<file path="src/rtl/pe_bus_scheduler.sv">
// pe_bus_scheduler: sequences one column of PEs that share a multicast bus.
// For each tag 0..NUM_COL-1 it configures the PEs, streams kernel_size GLB
// words onto the bus tagged for that PE, then pulses flush. The FSM is split
// into a state register, next-state logic and Moore/Mealy output logic.
module pe_bus_scheduler #(
  parameter int DATA_WIDTH = 16,
  parameter int NUM_COL    = 4,
  parameter int TAG_W      = $clog2(NUM_COL)
) (
  input  logic                    clk,
  input  logic                    rstn,
  input  logic                    start,
  input  logic                    abort,
  input  logic [7:0]              cfg_kernel_size,
  input  logic                    src_valid,
  input  logic [2*DATA_WIDTH-1:0] src_data,
  output logic                    src_ready,
  input  logic                    bus_ready,
  output logic                    bus_valid,
  output logic [2*DATA_WIDTH-1:0] bus_data,
  output logic [TAG_W-1:0]        bus_tag,
  output logic                    bus_en,
  output logic [7:0]              bus_kernel_size,
  output logic                    bus_flush,
  output logic                    busy,
  output logic                    done,
  output logic                    err
);

  typedef enum logic [2:0] {
    S_IDLE  = 3'd0,
    S_CFG   = 3'd1,
    S_LOAD  = 3'd2,
    S_FLUSH = 3'd3,
    S_NEXT  = 3'd4,
    S_ABORT = 3'd5
  } state_t;

  localparam logic [TAG_W-1:0] LAST_TAG = TAG_W'(NUM_COL - 1);

  state_t           state_q, state_d;
  logic [TAG_W-1:0] tag_q, tag_d;
  logic [7:0]       cnt_q, cnt_d;
  logic [7:0]       ks_q, ks_d;
  logic             xfer;

  // A word moves only while loading and both sides are ready.
  assign xfer = (state_q == S_LOAD) && src_valid && bus_ready;

  // State register plus the tag, word counter and latched kernel size.
  always_ff @(posedge clk) begin
    if (rstn) begin
      state_q <= S_IDLE;
      tag_q   <= '0;
      cnt_q   <= '0;
      ks_q    <= '0;
    end else begin
      state_q <= state_d;
      tag_q   <= tag_d;
      cnt_q   <= cnt_d;
      ks_q    <= ks_d;
    end
  end

  // Next-state logic; abort overrides the normal path in every busy state.
  always_comb begin
    state_d = state_q;
    tag_d   = tag_q;
    cnt_d   = cnt_q;
    ks_d    = ks_q;
    unique case (state_q)
      S_IDLE: begin
        if (start && (cfg_kernel_size != 8'd0)) begin
          ks_d    = cfg_kernel_size;
          tag_d   = '0;
          state_d = S_CFG;
        end
      end
      S_CFG: begin
        cnt_d   = '0;
        state_d = S_LOAD;
      end
      S_LOAD: begin
        if (xfer) begin
          cnt_d = cnt_q + 8'd1;
          // cnt_q < ks_q here, so the increment never wraps even at ks_q=255.
          if ((cnt_q + 8'd1) == ks_q) begin
            state_d = S_FLUSH;
          end
        end
      end
      S_FLUSH: begin
        state_d = S_NEXT;
      end
      S_NEXT: begin
        if (tag_q == LAST_TAG) begin
          tag_d   = '0;
          state_d = S_IDLE;
        end else begin
          tag_d   = tag_q + TAG_W'(1);
          state_d = S_CFG;
        end
      end
      S_ABORT: begin
        cnt_d   = '0;
        tag_d   = '0;
        state_d = S_IDLE;
      end
      default: begin
        state_d = S_IDLE;
      end
    endcase
    // A word in flight during the abort cycle still crosses the bus, but the
    // count and tag updates are dropped; ABORT itself clears them.
    if (abort && (state_q != S_IDLE) && (state_q != S_ABORT)) begin
      state_d = S_ABORT;
      tag_d   = tag_q;
      cnt_d   = cnt_q;
      ks_d    = ks_q;
    end
  end

  // Output decode; the LOAD datapath is a zero-latency pass-through.
  always_comb begin
    src_ready       = 1'b0;
    bus_valid       = 1'b0;
    bus_data        = '0;
    bus_tag         = tag_q;
    bus_en          = 1'b0;
    bus_kernel_size = ks_q;
    bus_flush       = 1'b0;
    busy            = (state_q != S_IDLE);
    done            = 1'b0;
    err             = 1'b0;
    unique case (state_q)
      S_IDLE: begin
        err = start && (cfg_kernel_size == 8'd0) && !rstn;
      end
      S_CFG: begin
        bus_en = 1'b1;
      end
      S_LOAD: begin
        bus_en    = 1'b1;
        bus_valid = src_valid;
        src_ready = bus_ready;
        bus_data  = src_data;
      end
      S_FLUSH: begin
        bus_en    = 1'b1;
        bus_flush = 1'b1;
      end
      S_NEXT: begin
        bus_en = 1'b1;
        done   = (tag_q == LAST_TAG) && !abort && !rstn;
      end
      S_ABORT: begin
        bus_flush = 1'b1;
      end
      default: begin
        busy = 1'b1;
      end
    endcase
  end

endmodule

</file>
<file path="config.mk">
export PLATFORM = sky130hd
export DESIGN_NAME = pe_bus_scheduler
export DESIGN_NICKNAME = d
export VERILOG_FILES = /design/src/rtl/pe_bus_scheduler.sv
export SDC_FILE = /design/constraint.sdc
export NUM_CORES = 1
export LEC_CHECK = 0
export CORE_UTILIZATION = 37
export CTS_CLUSTER_DIAMETER = 60
export DETAILED_ROUTE_END_ITERATION = 16
export PLACE_DENSITY = 0.87
export SYNTH_ARGS = -nofsm -noshare
export SYNTH_HDL_FRONTEND = slang
export SYNTH_SLANG_ARGS = --single-unit
</file>
<file path="constraint.sdc">
create_clock -name clk -period 2.12 [get_ports clk]
set_input_delay 0.424 -clock clk [delete_from_list [all_inputs] [get_ports clk]]
set_output_delay 0.424 -clock clk [all_outputs]
set_load 0.05 [all_outputs]
</file>
=== Yosys cells after proc, flatten, opt, wreduce, memory -nomap -nowiden ===
Cells that the tools add are included.

* Register bits: 21
* Output and inout bits: 49
* Input port bits: 46
* Word-level logic and storage cells: 68

* Add/subtract/negate cells: 2
* Bitwise gates (word level): 1
* Equal/unequal tests: 14
* Multiplexer cells: 19
* Reductions and logical operators: 27

{| class="wikitable"
|+ Operators with widths
! kind !! number
|-
| $mux W32 || 1
|-
| $pmux W8 S2 || 1
|-
| $pmux W3 S5 || 1
|-
| $reduce_and A3 Y1 || 5
|-
| $mux W3 || 4
|-
| $logic_and A1 B1 Y1 || 9
|-
| $add A8 B1 Y8 const B || 1
|-
| $eq A8 B8 Y1 || 1
|-
| $logic_not A8 Y1 || 1
|-
| $mux W1 || 8
|-
| $mux W8 || 1
|-
| $reduce_bool A8 Y1 || 1
|-
| $eq A3 B2 Y1 const B || 2
|-
| $eq A3 B3 Y1 const B || 2
|-
| $ne A3 B3 Y1 const B || 2
|-
| $pmux W2 S3 || 1
|-
| $reduce_bool A3 Y1 || 2
|-
| $reduce_or A2 Y1 || 3
|-
| $reduce_or A6 Y1 || 1
|-
| $mux W2 || 2
|-
| $ne A2 B2 Y1 const B || 2
|-
| $reduce_or A4 Y1 || 1
|-
| $eq A3 B1 Y1 const B || 1
|-
| $logic_not A3 Y1 || 1
|-
| 8 further kinds || 9
|}

=== Depth between registers and ports, before layout ===
* Depth in word-level cells: 6
* Depth in mapped cells: 7
* Depth with buffers taken out: 6

=== Worst setup path after synthesis ===
No wires, ideal clock.

* Path kind: register -> output
* Start: register tag_q[0] (netlist: bus_tag[0])
* End: output port done
* Path slack: -0.842 ns
* Data arrival time: 2.538 ns
* Data required time: 1.696 ns
* Buffers on the path: 0
* Cell stages (with the launch flop): 3
* Path through: dfxtp_1 ha_1 nor4b_1

* Cells in the longest elaborated chain, start to end: 4

{| class="wikitable"
|+ Ends and longest elaborated chain
! element !! line !! RTL
|-
| start: declaration || 42 || <nowiki>logic [TAG_W-1:0] tag_q, tag_d;</nowiki>
|-
| start signal: assignment || 59 || <nowiki>tag_q <= tag_d;</nowiki>
|-
| $eq A2 B2 Y1 || 154 || <nowiki>done = (tag_q == LAST_TAG) && !abort && !rstn;</nowiki>
|-
| $logic_and A1 B1 Y1 (2 in a row) || 154 ||
|-
| $mux W1 || 135 || <nowiki>unique case (state_q)</nowiki>
|-
| end: declaration || 26 || <nowiki>output logic done,</nowiki>
|}

No other way between the ends.

=== Final worst setup path ===
* Start: input port cfg_kernel_size[0]
* End: output port err

* Cells in the longest elaborated chain, start to end: 4

{| class="wikitable"
|+ Ends and longest elaborated chain
! element !! line !! RTL
|-
| start: declaration || 14 || <nowiki>input logic [7:0] cfg_kernel_size,</nowiki>
|-
| $logic_not A8 Y1 || 137 || <nowiki>err = start && (cfg_kernel_size == 8'd0) && !rstn;</nowiki>
|-
| $logic_and A1 B1 Y1 (2 in a row) || 137 ||
|-
| $mux W1 || 135 ||
|-
| end: declaration || 27 || <nowiki>output logic err</nowiki>
|}

No other way between the ends.

==> impl_metrics.csv <==
group,metric,value,unit
run_status,outcome,"finished, final reports clean",
finish,areaGrowthSynthToFinish,102,%
timing,setup_viol_count_final,0,
pwr,powerDensity,480,nW/um^2
die,rows,22,
synth,yosysMostFrequentCell,"and2_1",
clock_tree,clkLatencyLatePin,0.27,ns
run,cap_violations,0,
pwr,power.leakage,0.00121,uW
place,dp_hpwl,3.88,mm
clock_tree,numCtsBuffers,3,
synth,synthArstFlopShare,0,%
timing,relSlewSlack,64.4,%
finish,finish.utilization,80.7,%
finish,drive_gt1_share,22.1,%
drt,wl_per_cell,15.6,um
timing,period_needed,2.08,ns
finish,finalNonFillerCells,337,
critical_path,crit_fanout,2,
critical_path,worst-path-buf-inv,2,
critical_path,worst-setup-path-type,"input port to primary output",
clock_tree,cts_hold_buf,0,
pwr,vdd_drop_max,0.448,mV
die,die_x,65.8,um
die,design.die.area,4320,sq um
place,place_congestion,0.819,
drt,vias,1832,
synth,synth_nets,240,
place,io_buffers,94,
finish,multiInputGateArea,1080,sq um
synth,syn-instance-count,192,
timing,tightest_slew,0.534,ns
synth,synth_ff_type,"dfxtp_1",
global_routing,grt_pass1_wl,7.76,mm
clock_tree,cts.clk_slew.worst_paths,0.08,ns
synth,synth_area,1500,sq um
die,core-area,3770,sq um
finish,seq_area,422,sq um
synth,yosys-top-cells-count,"and2_1 (35), dfxtp_1 (21), a21oi_1 (14)",
drt,first_pass_iters,5,
synth,ys_seq_area_share,28.0,%
min_path,hold_path.class,"register to register",
timing,tns,0,ns
clock_tree,clock_sinks,21,
global_routing,gr-total-overflow,0,
critical_path,crit_family,"buffers and inverters",
timing,timing.final.crit_share,98.1,%
synth,synth-seq-cells,21,
synth,synth_edf_count,0,
drt,routed_wl,5.26,mm
drt,drt_iter0_drc,95,
timing,hold_viol,0,
global_routing,grt_max_degree,35,
critical_path,slowest_stage,"clkdlybuf4s50_1",
global_routing,grt_usage,23.3,%
finish,final_nets,338,
die,floorplan.initialDensity,39.9,%
timing,fmax,0.481,GHz
critical_path,cp.required,1.70,ns
critical_path,start_kind,"input port",
timing,finClkSkew,0.00139,ns
synth,syn_area_per_cell,7.83,sq um
synth,yosys_warnings,0,
critical_path,end_kind,"primary output",
synth,synth.area.top_cells,"dfxtp_1 (28%), and2_1 (15%), mux2i_1 (5.3%)",
die,io_pins,95,
critical_path,path_cells,"clkdlybuf4s50_1 -> nor4_4 -> nand2_1 -> nor3_4 -> buf_12",
drt,ant_nets,0,
clock_tree,clk_path_buf_depth,2,
global_routing,antenna_found_initial,0,
drt,drc_errors,0,
clock_tree,cts_tree,"done",
critical_path,cp.arrival,1.66,ns
global_routing,grt_pass1_vias,1619,
clock_tree,clock-root-buffer,"clkbuf_8",
drt,avgViaCountPerCell,5.44,
timing,slew_viol_final,0,
die,dieHeight,65.8,um
finish,fillerInstances,224,
clock_tree,htreeDepth,1,
finish,antenna_cells,0,
critical_path,max_stage_delay,0.46,ns
timing,whs,0.491,ns
synth,yosys.area.top_type,"dfxtp_1",
synth,synth.distinct_cells,43,
place,numPlacedInstances,331,
synth,synth.top_cell.area_share,28.0,%
timing,rsz0062_at_grt,"true",
-- final timing paths --
check,endpoint,cells after the start,startpoint,slack [ns]
max reg2reg,state_q[0]$_SDFFE_PP0P_,6,cnt_q[0]$_SDFFE_PP0P_,0.21
min,bus_tag[1]$_SDFFE_PP0P_,2,bus_tag[1]$_SDFFE_PP0P_,0.49
min reg2reg,bus_tag[1]$_SDFFE_PP0P_,2,bus_tag[1]$_SDFFE_PP0P_,0.49
max,err,5,cfg_kernel_size[0],0.04
-- per-stage QoR --
step	total power [uW]	area (sq um)	worst slack, ns
after floorplan	830	1530	0.0818
after global placement	1150	2930	-0.120
after detailed placement	1160	2930	-0.226
after CTS	1440	3010	0.00743
after global routing	1520	3040	-0.0108
final	1460	3040	0.0405
-- cell usage in the layout (no fill, tap or decap), types with 2 or more instances in the layout --
master,instances
or3_1,5
inv_1,3
buf_12,39
ha_1,2
and2_1,35
a31oi_1,5
buf_4,10
nor2_1,13
a21o_1,2
o21ai_0,10
a211oi_1,2
clkbuf_8,3
nor2b_1,6
dfxtp_1,20
xor2_1,5
a21oi_1,14
nand4_1,2
nand2_1,9
nor4_4,2
or4_1,2
mux2i_1,8
nand3_1,4
xnor2_1,6
or3b_1,2
nand2b_1,2
clkdlybuf4s50_1,53
-- layer usage --
layer / GRT usage (%) / vias to the layer above / part of all wire [%]
met3: 4.17 / 15 / 7.9
met1: 25.3 / 838 / 36
met4: 7.34 / 0 / 2.0
met5: 0 / - / 0
met2: 44.5 / 105 / 54
li1: - / 874 / -
-- area by class of cell --
type | count | area share, %
multi-input combinational | 156 | 35.4
clock inverter | 1 | 0.247
inverter | 3 | 0.370
clock buffer | 3 | 1.36
tap | 48 | 1.97
sequential | 21 | 13.9
timing repair buffer | 105 | 46.8
-- state kept, by name, summed over array words and instances, names as in the netlist --
name             flops
bus_kernel_size      8
cnt_q                8
state_q              3
bus_tag              2
-- logic make-up after synthesis --
family / synth area share, %
AOI/OAI and AO/OA: 17.3
xor gates and xnor gates: 6.41
adders and majority gates: 1.66
buffers and inverters: 4.41
DFF: 28.0
muxes: 5.32
and+or+nand+nor: 36.9
-- worst register-to-register path, delay by kind of cell, from the launching register on --
family,cells,cell delay [ns]
compound gates,2,0.39
fa+ha+maj,1,0.30
flops,1,0.44
simple gates,3,0.70
-- power by group --
group / leakage, uW / internal (uW) / switching (uW)
clock network: 0.0000217 / 133 / 148
registers: 0.000171 / 417 / 40.7
logic: 0.00102 / 342 / 379
-- timing repair --
item | CTS | global route
gates resized for setup | 6 | 4
pin swaps | 3 | 4
endpoints found under the hold margin | 0 | 0
buffers inserted | 0 | 2
setup endpoints to repair | 35 | 15
gates cloned | 0 | 0
Power figures use the tool's default switching activity.
